## config.mk

```make
export PLATFORM = sky130hd
export DESIGN_NAME = sha3_squeeze_flat
export DESIGN_NICKNAME = d
export VERILOG_FILES = /design/src/rtl/sha3_squeeze_if.sv /design/src/rtl/sha3_squeeze.sv /design/src/flat_wrapper.sv
export SDC_FILE = /design/constraint.sdc
export NUM_CORES = 1
export LEC_CHECK = 0
export CAP_MARGIN = 20
export CORE_AREA = 2 2 661 663
export DETAILED_ROUTE_END_ITERATION = 16
export DIE_AREA = 0 0 663 665
export PLACE_DENSITY = 0.3
export SLEW_MARGIN = 20
export SYNTH_ARGS = -nofsm -noshare
export SYNTH_HDL_FRONTEND = slang
export SYNTH_SLANG_ARGS = --single-unit
```

## constraint.sdc

```tcl
create_clock -name clk -period 45.4 [get_ports clk]
set_clock_uncertainty 0.05 [all_clocks]
set_input_delay 9.08 -clock clk [delete_from_list [all_inputs] [get_ports clk]]
set_output_delay 9.08 -clock clk [all_outputs]
set_load 0.1 [all_outputs]
```

## src/rtl/sha3_squeeze_if.sv

```systemverilog
// sha3_squeeze_if: digest lane stream, one 64-bit lane per valid/ready beat.
// master drives lanes out, slave is the digest consumer.
interface sha3_squeeze_if;
  logic [63:0] dout;
  logic        dout_valid;
  logic        dout_ready;
  logic        dout_last;

  modport master (
    output dout,
    output dout_valid,
    output dout_last,
    input  dout_ready
  );

  modport slave (
    input  dout,
    input  dout_valid,
    input  dout_last,
    output dout_ready
  );
endinterface

```

## src/rtl/sha3_squeeze.sv

```systemverilog
// sha3_squeeze: captures the final SHA3 state, streams DIGEST_LANES lanes.
// SHA3_SQUEEZE_PINGPONG_EN selects two digest buffers instead of one.
module sha3_squeeze #(
  parameter int DIGEST_LANES = 4
) (
  input  logic           clk,
  input  logic           rst,
  input  logic [63:0]    isa [5],
  input  logic [63:0]    isb [5],
  input  logic [63:0]    isc [5],
  input  logic [63:0]    isd [5],
  input  logic [63:0]    ise [5],
  input  logic           sample,
  sha3_squeeze_if.master dout_if,
  output logic           busy,
  output logic           overflow
);

  localparam int L  = DIGEST_LANES;
  localparam int IW = $clog2(L + 1);

`ifdef SHA3_SQUEEZE_PINGPONG_EN
  localparam logic [1:0] NS = 2'd2;
`else
  localparam logic [1:0] NS = 2'd1;
`endif

  logic [63:0]   lanes [25];
  logic [IW-1:0] idx_q, idx_d;
  logic [1:0]    occ_q, occ_d;
  logic          ovf_q, ovf_d;
  logic          valid, fire, fin, acc;
  logic [63:0]   rd;
  logic          unused_lanes;

  // Linear lane index is 5*y + x.
  always_comb begin
    for (int x = 0; x < 5; x++) begin
      lanes[x]      = isa[x];
      lanes[5 + x]  = isb[x];
      lanes[10 + x] = isc[x];
      lanes[15 + x] = isd[x];
      lanes[20 + x] = ise[x];
    end
  end

  always_comb begin
    unused_lanes = 1'b0;
    for (int k = L; k < 25; k++) begin
      unused_lanes = unused_lanes ^ (^lanes[k]);
    end
  end

  always_comb begin
    valid = occ_q != 2'd0;
    fire  = valid && dout_if.dout_ready;
    fin   = fire && (idx_q == IW'(L - 1));
    // A final transfer frees its slot in time for a same-cycle capture.
    acc   = sample && ((occ_q != NS) || fin);
    occ_d = occ_q + {1'b0, acc} - {1'b0, fin};
    ovf_d = ovf_q | (sample & ~acc);
    idx_d = idx_q;
    if (fin) begin
      idx_d = '0;
    end else if (fire) begin
      idx_d = idx_q + IW'(1);
    end
  end

`ifdef SHA3_SQUEEZE_PINGPONG_EN
  logic [63:0] mem_q [2][L];
  logic        wp_q, wp_d;
  logic        rp_q, rp_d;

  always_comb begin
    wp_d = wp_q ^ acc;
    rp_d = rp_q ^ fin;
  end

  always_ff @(posedge clk) begin
    if (acc) begin
      for (int j = 0; j < L; j++) begin
        mem_q[wp_q][j] <= lanes[j];
      end
    end
  end

  always_comb begin
    rd = '0;
    for (int j = 0; j < L; j++) begin
      if (idx_q == IW'(j)) begin
        rd = mem_q[rp_q][j];
      end
    end
  end

  always_ff @(posedge clk) begin
    if (rst) begin
      wp_q <= 1'b0;
      rp_q <= 1'b0;
    end else begin
      wp_q <= wp_d;
      rp_q <= rp_d;
    end
  end
`else
  logic [63:0] mem_q [L];

  always_ff @(posedge clk) begin
    if (acc) begin
      for (int j = 0; j < L; j++) begin
        mem_q[j] <= lanes[j];
      end
    end
  end

  always_comb begin
    rd = '0;
    for (int j = 0; j < L; j++) begin
      if (idx_q == IW'(j)) begin
        rd = mem_q[j];
      end
    end
  end
`endif

  always_ff @(posedge clk) begin
    if (rst) begin
      idx_q <= '0;
      occ_q <= '0;
      ovf_q <= 1'b0;
    end else begin
      idx_q <= idx_d;
      occ_q <= occ_d;
      ovf_q <= ovf_d;
    end
  end

  assign dout_if.dout_valid = valid;
  assign dout_if.dout       = valid ? rd : 64'h0;
  assign dout_if.dout_last  = valid && (idx_q == IW'(L - 1));
  assign busy               = valid;
  assign overflow           = ovf_q;

endmodule

```

## src/flat_wrapper.sv

```systemverilog
// flat-port wrapper written by rule: the top's interface ports become plain ports
module sha3_squeeze_flat 
#(
  parameter int DIGEST_LANES = 4
)
  (clk, rst, isa, isb, isc, isd, ise, sample, busy, overflow, dout_if_dout, dout_if_dout_valid, dout_if_dout_last, dout_if_dout_ready);
  sha3_squeeze_if dout_if_i ();
  input  logic clk;
  input  logic rst;
  input  logic [63:0] isa[5];
  input  logic [63:0] isb[5];
  input  logic [63:0] isc[5];
  input  logic [63:0] isd[5];
  input  logic [63:0] ise[5];
  input  logic sample;
  output logic busy;
  output logic overflow;
  output wire logic [$bits(dout_if_i.dout)-1:0] dout_if_dout;
  output wire logic [$bits(dout_if_i.dout_valid)-1:0] dout_if_dout_valid;
  output wire logic [$bits(dout_if_i.dout_last)-1:0] dout_if_dout_last;
  input wire logic [$bits(dout_if_i.dout_ready)-1:0] dout_if_dout_ready;
  assign dout_if_dout = dout_if_i.dout;
  assign dout_if_dout_valid = dout_if_i.dout_valid;
  assign dout_if_dout_last = dout_if_i.dout_last;
  assign dout_if_i.dout_ready = dout_if_dout_ready;
  sha3_squeeze #(.DIGEST_LANES(DIGEST_LANES)) u_core (.clk(clk), .rst(rst), .isa(isa), .isb(isb), .isc(isc), .isd(isd), .ise(ise), .sample(sample), .dout_if(dout_if_i), .busy(busy), .overflow(overflow));
endmodule
```

==> flow_summary.yaml <==
grt:
  grt_pass1_vias: 7585
  antenna_found_initial: 25
  grt_pass1_wl_um: 70100
  grt_use_total: 0.0242
  grt_overflow: 0
  grt_max_degree: 146
yosys:
  yosys_warnings: 0
  post-synth-top-area-cell: "edfxtp_1"
  yosysUniqueCellTypes: 29
  synth_edf_count: 256
  synth_area_leaders: "edfxtp_1, a32o_1, or2_0"
  async_reset_ff_frac: 0
  synth_nets: 2283
  synthTopCellsByCount: "edfxtp_1, nand2_1, a21oi_1"
  ys_ff_latch: 262
  postSynthAreaPerCell_um2: 15.4
  synth.most_common_cell: "edfxtp_1"
  synth_top_area_frac: 0.744
  yosysSeqAreaShare: 0.756
  netlist_area_um2: 10300
  synth_ff_type: "edfxtp_1"
  synth_cells: 672
min_path:
  min_to: "u_core.overflow"
  hold_path_class: "reg2reg"
  min_path_cells: 2
  min-delay-start: "u_core.overflow"
floorplanning:
  die_x_um: 663
  core.rowCount: 242
  initial_core_util: 0.0238
  io_pins: 1672
  core_um2: 433000
  dieArea_um2: 441000
  fp.dieH_um: 665
worst_setup_path:
  worstSetupPathType: "reg2out"
  setup.worst_path.end_class: "output port"
  timing.rr.end: "u_core.mem_q[0][18]"
  rrSetupSlack_ps: 41570
  worstPathRequired_ps: 36270
  worstRegToRegCells: 6
  arrival_ps: 5060
  worstPathMaxFanout: 32
  rr_startpoint: "u_core.idx_q[0]"
  critPathLaunchType: "register"
routing:
  drt_wl_total_um: 54200
  vias: 7057
  first_pass_iters: 7
  avgRoutedWirePerCell_um: 8.00
  ant_nets: 0
  drt_iter0_markers: 394
  drc: 0
  viasPerCell: 1.04
clock_tree:
  clock_latency_ps: 640
  cts_tree: "done"
  cts_hold_buf: 0
  cts.sinks: 262
  h-tree-depth: 2
  root_buffer: "clkbuf_16"
  postCtsSetupBuffers: 0
  clk_path_buf_depth: 3
  post_cts_resized: 0
  cts.clk_slew.worst_paths_ps: 60
  cts_buffers: 39
place:
  io_buffers: 327
  hpwl_um: 39800
  pre_cts_ws_ps: 31510
  gp_congestion: 0.640
power:
  ir_drop_uv: 20.7
  p_leak_nw: 5.14
  cellPowerDensity_nw_per_um2: 37.2
  totalPowerFinal_mw: 0.816
run_status:
  status: "finished clean"
timing:
  hold_viol: 0
  finalSetupViolCount: 0
  post-route-period-util: 0.313
  fin_tns_setup_ps: 0
  holdWs_ps: 442
  rsz0062_at_grt: "false"
  period_minus_slack_ps: 14190
  worstMarginPinSlew_ps: 1110
  setup_ws_ps: 31210
  report.final.slew_viol_count: 0
  maxSlewHeadroom: 0.259
  max_freq_ghz: 0.0705
run:
  cap_violations: 0
final_layout:
  multi_input_area_um2: 2230
  nFillCells: 50800
  areaGrowthSynthToFinish_pct: 112
  drive_gt1_frac: 0.0744
  finalNetCount: 2617
  seq_area_um2: 7810
[cells by family after synthesis]
| logic type | Yosys count | synth area share |
|---|---|---|
| buf+inv | 58 | 0.0349 |
| xor+xnor | 2 | 0.00170 |
| flops | 262 | 0.756 |
| simple gates | 145 | 0.0716 |
| fa+ha+maj | 7 | 0.00848 |
| compound gates | 198 | 0.128 |
[how the worst max path moves through the flow]
stage / from / end / slack (ps) / cells past startpoint
after CTS: u_core.idx_q[0] / dout_if_dout[12] / 30720 / 8
after global placement: u_core.idx_q[0] / dout_if_dout[12] / 31510 / 8
final: u_core.idx_q[0] / dout_if_dout[12] / 31210 / 8
after global routing: u_core.idx_q[0] / dout_if_dout[12] / 30740 / 8
after detailed placement: u_core.idx_q[0] / dout_if_dout[12] / 31510 / 8
after floorplan: dout_if_dout_ready / u_core.occ_q[0] / 21420 / 4
[final cells by class]
type / count / area share
Multi-Input combinational cell: 352 / 0.102
Tap cell: 5734 / 0.327
Inverter: 8 / 0.00137
Antenna cell: 6 / 0.000685
Sequential cell: 262 / 0.356
Timing Repair Buffer: 343 / 0.156
Clock inverter: 19 / 0.00868
Clock buffer: 51 / 0.0476
[sequential cells by signal, summed over array words and instances (netlist names)]
name	cells
u_core.overflow	1
u_core.mem_q	256
u_core.occ_q	2
u_core.idx_q	3
[per-stage QoR]
step / utilization / instance area, um2 / cells
global route: 0.0505 / 21900 / 6771
global placement: 0.0476 / 20600 / 6698
finish: 0.0506 / 21900 / 6775
detailed placement: 0.0477 / 20700 / 6699
floorplan: - / 10300 / 672
CTS: 0.0505 / 21900 / 6769
[layer usage]
layer	vias to the layer above	global-route usage	wire length, um
met3	66	0.00768	3080
met4	4	0.00891	1660
met1	3470	0.0257	20600
met5	-	0	24
li1	3281	-	-
met2	236	0.0443	28800
[layout by cell type, fill, tap and decap left out, types with 2 or more instances in the layout]
cell / instances
edfxtp_1: 256
nand2_1: 70
or3_1: 2
clkinv_4: 2
buf_4: 14
o21ai_0: 60
bufinv_16: 3
ha_1: 4
inv_1: 8
diode_2: 6
ha_4: 3
xnor2_1: 2
clkbuf_1: 11
clkdlybuf4s50_1: 326
nor2_1: 2
inv_6: 2
clkinv_1: 7
a21oi_1: 66
a32o_1: 63
clkinv_2: 3
o21ai_1: 5
or2_0: 62
dfxtp_1: 6
clkbuf_16: 40
nor2b_1: 2
[critical path: stages, from the launching register on]
cell	delay (ps)
dfxtp_1	440
inv_1	150
ha_4	390
nand2b_4	330
buf_4	510
buf_4	480
or2_0	580
a32o_1	270
clkdlybuf4s50_1	1160
[power breakdown]
group / switching, mW / internal [mW] / leakage [nW]
Combinational: 0.149 / 0.0579 / 2.03
Sequential: 0.00740 / 0.295 / 2.51
Clock: 0.128 / 0.179 / 0.595
No activity file was read; power rests on OpenSTA's default activity.
